File: config.mk
export PLATFORM = sky130hd
export DESIGN_NAME = tx_frame_arbiter
export DESIGN_NICKNAME = d
export VERILOG_FILES = /design/src/rtl/tx_sched_pkg.sv /design/src/rtl/rr_pick.sv /design/src/rtl/tx_frame_arbiter.sv
export SDC_FILE = /design/constraint.sdc
export NUM_CORES = 1
export LEC_CHECK = 0
export CORE_ASPECT_RATIO = 1.25
export CORE_UTILIZATION = 43
export DETAILED_ROUTE_END_ITERATION = 10
export PLACE_DENSITY = 0.8
export SLEW_MARGIN = 40
export SYNTH_ARGS = -nofsm -noshare
export SYNTH_HDL_FRONTEND = slang
export SYNTH_SLANG_ARGS = --single-unit
File: constraint.sdc
create_clock -name clk -period 2.4 [get_ports clk]
set_input_delay 0.6 -clock clk [delete_from_list [all_inputs] [get_ports clk]]
set_output_delay 0.6 -clock clk [all_outputs]
set_load 0.005 [all_outputs]
File: src/rtl/tx_sched_pkg.sv
// tx_sched_pkg: shared state encoding and counter widths for TX-side schedulers
package tx_sched_pkg;
  typedef enum logic [1:0] {S_IDLE, S_COPY, S_FLUSH, S_GAP} state_t;
  localparam int MAX_LEN_DEF = 1518;
  localparam int CNT_W = 11;
endpackage

File: src/rtl/rr_pick.sv
// rr_pick: combinational round-robin selector, first request after ptr wins
module rr_pick #(
  parameter int N = 4,
  parameter int PW = 3
) (
  input  logic [N-1:0]  req,
  input  logic [PW-1:0] ptr,
  output logic [PW-1:0] idx,
  output logic          valid
);
  always_comb begin
    idx = '0;
    valid = 1'b0;
    for (int k = N; k >= 1; k--)
      if (req[(int'(ptr) + k) % N]) begin
        idx = PW'((int'(ptr) + k) % N);
        valid = 1'b1;
      end
  end
endmodule

File: src/rtl/tx_frame_arbiter.sv
// tx_frame_arbiter: round-robin frame-atomic mux of N_SRC egress FIFOs into the PHY TX FIFO
module tx_frame_arbiter
  import tx_sched_pkg::*;
#(
  parameter int N_SRC = 4,
  parameter int MAX_LEN = MAX_LEN_DEF,
  parameter int GAP_CYC = 2
) (
  input  logic               clk,
  input  logic               rst_n,
  input  logic [N_SRC-1:0]   src_frame_rdy,
  input  logic [N_SRC-1:0]   src_empty,
  input  logic [8*N_SRC-1:0] src_dout,
  input  logic [N_SRC-1:0]   src_eod,
  output logic [N_SRC-1:0]   src_rden,
  input  logic               dst_full,
  output logic [7:0]         dst_din,
  output logic               dst_eod,
  output logic               dst_wren,
  output logic [2:0]         grant,
  output logic               busy,
  output logic               trunc_pulse
);
  localparam int GW = $clog2(N_SRC);
  state_t st;
  logic [2:0] rr_ptr, pidx;
  logic [CNT_W-1:0] byte_cnt;
  logic [7:0] gap_cnt;
  logic [GW-1:0] gi;
  logic pv, xfer, last, pop;
  rr_pick #(.N(N_SRC), .PW(3)) u_pick (.req(src_frame_rdy), .ptr(rr_ptr), .idx(pidx), .valid(pv));
  assign gi = grant[GW-1:0];
  assign last = byte_cnt == CNT_W'(MAX_LEN - 1);
  assign xfer = st == S_COPY && !src_empty[gi] && !dst_full;
  assign pop = xfer || (st == S_FLUSH && !src_empty[gi]);
  assign src_rden = pop ? N_SRC'(1) << gi : '0;
  assign dst_wren = xfer;
  assign dst_din = src_dout[8*gi +: 8];
  assign dst_eod = xfer && (src_eod[gi] || last);
  assign busy = st != S_IDLE;
  always_ff @(posedge clk) begin
    if (!rst_n) begin
      st <= S_IDLE;
      rr_ptr <= 3'(N_SRC - 1);
      grant <= '0;
      byte_cnt <= '0;
      gap_cnt <= '0;
      trunc_pulse <= 1'b0;
    end else begin
      trunc_pulse <= 1'b0;
      case (st)
        S_IDLE: if (pv) begin
          grant <= pidx;
          st <= S_COPY;
        end
        S_COPY: if (xfer) begin
          if (src_eod[gi]) begin
            rr_ptr <= grant;
            byte_cnt <= '0;
            st <= GAP_CYC == 0 ? S_IDLE : S_GAP;
          end else if (last) begin
            trunc_pulse <= 1'b1;
            byte_cnt <= '0;
            st <= S_FLUSH;
          end else byte_cnt <= byte_cnt + 1'b1;
        end
        S_FLUSH: if (!src_empty[gi] && src_eod[gi]) begin
          rr_ptr <= grant;
          st <= GAP_CYC == 0 ? S_IDLE : S_GAP;
        end
        default: if (int'(gap_cnt) == GAP_CYC - 1) begin
          gap_cnt <= '0;
          st <= S_IDLE;
        end else gap_cnt <= gap_cnt + 1'b1;
      endcase
    end
  end
endmodule

# Word level (Yosys, flattened, before mapping)
# Index checks and enable logic that the tools add are counted.
[op_classes] n_addsub=6 magnitude_cmp=5 n_eq_ne=9 shifts=2 mux=40 n_bitwise=7 reduce_logical=23
[ops] operator="$shiftx 32x6->8" n=1
[ops] operator="$mux 11" n=2
[ops] operator="$mux 2" n=9
[ops] operator="$lt 3x4->1 const B" n=4
[ops] operator="$mux 1" n=15
[ops] operator="$bmux 1 s2" n=6
[ops] operator="$mux 3" n=4
[ops] operator="$add 11x1->11 const B" n=1
[ops] operator="$eq 11x11->1 const B" n=1
[ops] operator="$add 8x1->8 const B" n=1
[ops] operator="$eq 8x2->1 const B" n=1
[ops] operator="$mux 8" n=1
[ops] operator="$reduce_or 2->1" n=4
[ops] operator="$pmux 2 s3" n=1
[ops] operator="$logic_and 1x1->1" n=5
[ops] operator="$reduce_and 5->1" n=1
[ops] operator="$add 2x1->2 const B" n=2
[ops] operator="$add 2x2->2 const B" n=2
[ops] operator="$and 1x1->1 const A" n=4
[ops] operator="$mux 4" n=1
[ops] operator="$ne 2x1->1 const B" n=2
[ops] operator="$ne 2x2->1 const B" n=2
[ops] operator="$pmux 2 s2" n=1
[ops] operator="$reduce_and 2->1" n=2
[ops] operator="other kinds (14)" n=19
[word_totals] ff_bits=27 elab_cells=98

# Logic depth before layout (Yosys ltp)
[depth] depth_word=12 ltp_mapped=8 mapped_depth_nobuf=7

# Hierarchy
# A second synthesis with hierarchy kept.
[hier_totals] hier_cells=191 hier_area_um2=1757.9
[by_module_without_submodules] module="tx_frame_arbiter" instances=1 cells_each=175 area_per_inst_um2=1655.3 seq_area_each_um2=560.5
[by_module_without_submodules] module="rr_pick" instances=1 cells_each=16 area_per_inst_um2=102.6 seq_area_each_um2=0.0

# Worst setup path before layout
# Ideal clock, no wire load.
[synth_timing] path_kind="input to output" startpoint="input src_empty[3]" endpoint="output src_rden[0]" t_arrival_ps=1624 path_slack_ps=176 stages=3 path_buffers=0 cell_sequence="mux4_2 -> a21oi_1 -> nor3b_1"
[synth_via] elab_chain_len=7 word_cells_on_any_way=8 classes_between="mux: 3; reduce/logical: 5"
[synth_lines] element="start, declared" line_no="tx_frame_arbiter.sv:12" text="input logic [N_SRC-1:0] src_empty,"
[synth_lines] element="$bmux 1 s2 (*)" line_no="tx_frame_arbiter.sv:34, tx_frame_arbiter.sv:35"
[synth_lines] element="$mux 1 (not written as such) (*)" line_no="tx_frame_arbiter.sv:34, tx_frame_arbiter.sv:35"
[synth_lines] element="$logic_not 1->1 (*)" line_no="tx_frame_arbiter.sv:34, tx_frame_arbiter.sv:35"
[synth_lines] element="$logic_and 1x1->1 (2 in a row)" line_no="tx_frame_arbiter.sv:34" text="assign xfer = st == S_COPY && !src_empty[gi] && !dst_full;"
[synth_lines] element="$logic_or 1x1->1 (*)" line_no="tx_frame_arbiter.sv:35" text="assign pop = xfer || (st == S_FLUSH && !src_empty[gi]);"
[synth_lines] element="$mux 4 (*)" line_no="tx_frame_arbiter.sv:36" text="assign src_rden = pop ? N_SRC'(1) << gi : '0;"
[synth_lines] element="end, declared" line_no="tx_frame_arbiter.sv:15" text="output logic [N_SRC-1:0] src_rden,"
# Mark *: on every way between the ends. The rest lies on a longest branch, timed or not. The select of a mux whose other input is x is not followed.

# Worst setup path after layout
[layout_timing] startpoint="input src_eod[3]" endpoint="output dst_eod"
[layout_via] elab_chain_len=4
[layout_lines] element="start, declared" line_no="tx_frame_arbiter.sv:14" text="input logic [N_SRC-1:0] src_eod,"
[layout_lines] element="$bmux 1 s2" line_no="tx_frame_arbiter.sv:39" text="assign dst_eod = xfer && (src_eod[gi] || last);"
[layout_lines] element="$mux 1 (not written as such)" line_no="tx_frame_arbiter.sv:39"
[layout_lines] element="$logic_or 1x1->1" line_no="tx_frame_arbiter.sv:39"
[layout_lines] element="$logic_and 1x1->1" line_no="tx_frame_arbiter.sv:39"
[layout_lines] element="end, declared" line_no="tx_frame_arbiter.sv:18" text="output logic dst_eod,"
# No other way between the ends. The select of a mux whose other input is x is not followed.

==> key figures <==
Placement
  • Area after DPL: 0.00241 sq mm
  • Number of port buffers: 64
  • Dpl hpwl: 3180 um
  • RD Place Congestion: 0.748
  • Cells after DPL: 286

Clock tree
  • Num CTS Buffers: 3
  • Clock-pin slew on the worst setup and hold paths: 90 ps
  • CTS tree: done
  • CTS sink count: 26
  • Clk buf depth: 2
  • H-tree levels: 1
  • CTS Root Cell: clkbuf_8
  • Worst-Skew Late Latency: 270 ps

Floorplan
  • Die W: 57.5 um
  • Num rows: 24
  • Die height: 71.3 um
  • Core area: 0.00357 sq mm
  • Area of the die: 0.00410 sq mm
  • Initial Utilization: 0.463
  • Num ports: 66

Cells and area
  • Most frequent cells in the layout: 42 x clkdlybuf4s50_1, 25 x dfxtp_1, 22 x nor2_1, 17 x nand2_1, 17 x buf_4
  • Finished Core Util: 0.703
  • Non-Filler Instances: 295
  • Most common cell after layout, fill and taps aside: clkdlybuf4s50_1
  • P&R area growth vs syn: 51.9%
  • Final net count: 312
  • Ant diodes: 0
  • Final design area excluding fillers: 0.00251 sq mm
  • Layout cell share with drive strength beyond 1: 0.215

Synthesis
  • Synthesized net count: 231
  • Synth warnings: 0
  • Synth async-reset ratio: 0
  • Top_reg_cell synth: dfxtp_1
  • Synthesized instance count: 176
  • Mean post-synth cell area: 9.39 sq um
  • Post-synth EDFFs: 0
  • Post-synthesis register bit count: 26
  • Distinct cell type count of the synthesized netlist: 38
  • Synthesized area: 0.00165 sq mm
  • Post-synthesis sequential area ratio: 0.315

Timing
  • Worst Skew: 7.92 ps
  • Unrepaired setup endpoints after global routing: true
  • Setup TNS: 0 ps
  • Fmax: 0.423 GHz
  • Crit share post-route: 0.985
  • Hold slack: 509 ps
  • Actual slew at the worst max-slew pin: 538 ps
  • Max-slew headroom: 0.637
  • Tmin final: 2360 ps
  • Final Hold Viols: 0
  • Count of pins over their slew limit: 0
  • # setup viols final: 0

Worst setup path
  • Worst Path Buf+Inv: 2
  • CP max-delay cell: mux4_2
  • Arrival time of the worst setup path: 1760 ps
  • Sequence of cells on the critical path: dlygate4sd2_1, mux4_2, a41oi_4, nor3_4, buf_2
  • Worst EP required: 1800 ps
  • Crit path max-delay family: multiplexers
  • Startpoint Class: input pin
  • Critical path class: input pin to output port
  • CP Max Fanout: 2
  • Crit end category: output port
  • Crit-path max cell delay: 520 ps

Detailed routing
  • DRC errors left: 7
  • First-pass DRT Iterations: 7
  • Routed WL: 4170 um
  • Wirelength per Cell: 14.1 um
  • Vias per inst: 5.36
  • Post-route ant nets: 0
  • 1st-iter DRT viols: 45
  • Vias post-DR: 1,581

Run
  • Max Cap Viol: 0

Pwr
  • Worst VDD drop: 0.428 mV
  • Pwr dens: 684 mW/mm^2
  • Total leakage power: 1.03 nW

Status
  • Failing checks: DRC
  • Outcome: finished with violations

Worst hold path
  • Type of the worst min-delay path: register to register

GRT
  • Largest net degree at the start of global routing: 17
  • Grt ovf: 0
  • Initial antenna violation count: 0
  • Vias in the first global route: 1,496
  • Total track usage: 0.205
  • First-pass GRT wire length: 6780 um
## registers in the layout (all words and copies together) (netlist names)
name,cells
trunc_pulse,1
grant,2
gap_cnt,8
rr_ptr,2
byte_cnt,11
st,2
## final timing paths
path	start	end	slack [ps]	cells past startpoint
max	src_eod[3]	dst_eod	40	5
min	rr_ptr[0]$_SDFFE_PN1P_	rr_ptr[0]$_SDFFE_PN1P_	510	2
max reg2reg	grant[0]$_SDFFE_PN0P_	st[1]$_SDFFE_PN0P_	390	6
min reg2reg	rr_ptr[0]$_SDFFE_PN1P_	rr_ptr[0]$_SDFFE_PN1P_	510	2
## power by group
| part | leakage [nW] | switching (W) | internal (W) | total, W |
|---|---|---|---|---|
| Clock | 0.0357 | 0.000139 | 0.000223 | 0.000362 |
| Sequential | 0.211 | 0.0000370 | 0.000469 | 0.000506 |
| Combinational | 0.783 | 0.000351 | 0.000500 | 0.000850 |
| Total | 1.03 | 0.000527 | 0.00119 | 0.00172 |
## through the flow
| step | worst slack (ps) | total power, W |
|---|---|---|
| 6_report | 37.0 | 0.00172 |
| 2_1_floorplan | 176 | 0.000945 |
| 4_1_cts | 0.812 | 0.00169 |
| 3_5_place_dp | -691 | 0.00130 |
| 5_1_grt | -4.49 | 0.00182 |
| 3_3_place_gp | -651 | 0.00129 |
## kinds of logic after synthesis
family / share of synthesized area
fa+ha+maj: 0.0606
compound gates: 0.0757
other cells: 0.00227
mux: 0.160
flops: 0.315
simple gates: 0.248
xor+xnor: 0.0901
buf+inv: 0.0477
## cell type report
cell class                      instances  area, sq um
Clock buffer                            3         41.3
Clock inverter                          1         30.0
Fill cell                             274         1060
Inverter                                8         30.0
Multi-Input combinational cell        134         1090
Sequential cell                        26          522
Tap cell                               39         48.8
Timing Repair Buffer                   84          749
## timing repair
action / CTS / global route
resized for setup: 55 / 2
pin swaps: 3 / 2
hold buffers: 0 / 0
setup buffers: 2 / 3
endpoints found under the setup margin: 14 / 6
## layer usage
layer | vias to the layer above | part of all wire | GRT usage
li1 | 785 | - | -
met3 | 2 | 0.047 | 0.0379
met1 | 758 | 0.42 | 0.266
met4 | 0 | 0.0038 | 0.0325
met2 | 36 | 0.53 | 0.358
met5 | - | 0 | 0
## worst min-delay path, cell delays in order, from the launching register on
cell and delay (ps):
dfxtp_1 360, mux2i_1 70, nand2_1 60
## cell usage after synthesis (all sizes together) (4+ instances only)
library cell | instances | share of area
a21oi | 4 | 0.012
and3 | 5 | 0.019
clkbuf | 5 | 0.011
dfxtp | 26 | 0.31
ha | 8 | 0.061
inv | 8 | 0.018
mux2i | 4 | 0.024
mux4 | 10 | 0.14
nand2 | 18 | 0.041
nand3 | 6 | 0.018
nand4 | 7 | 0.026
nor2 | 23 | 0.057
nor2b | 4 | 0.017
nor3 | 4 | 0.022
o21ai | 5 | 0.015
xor2 | 15 | 0.079
No activity file was read; power rests on OpenSTA's default activity.
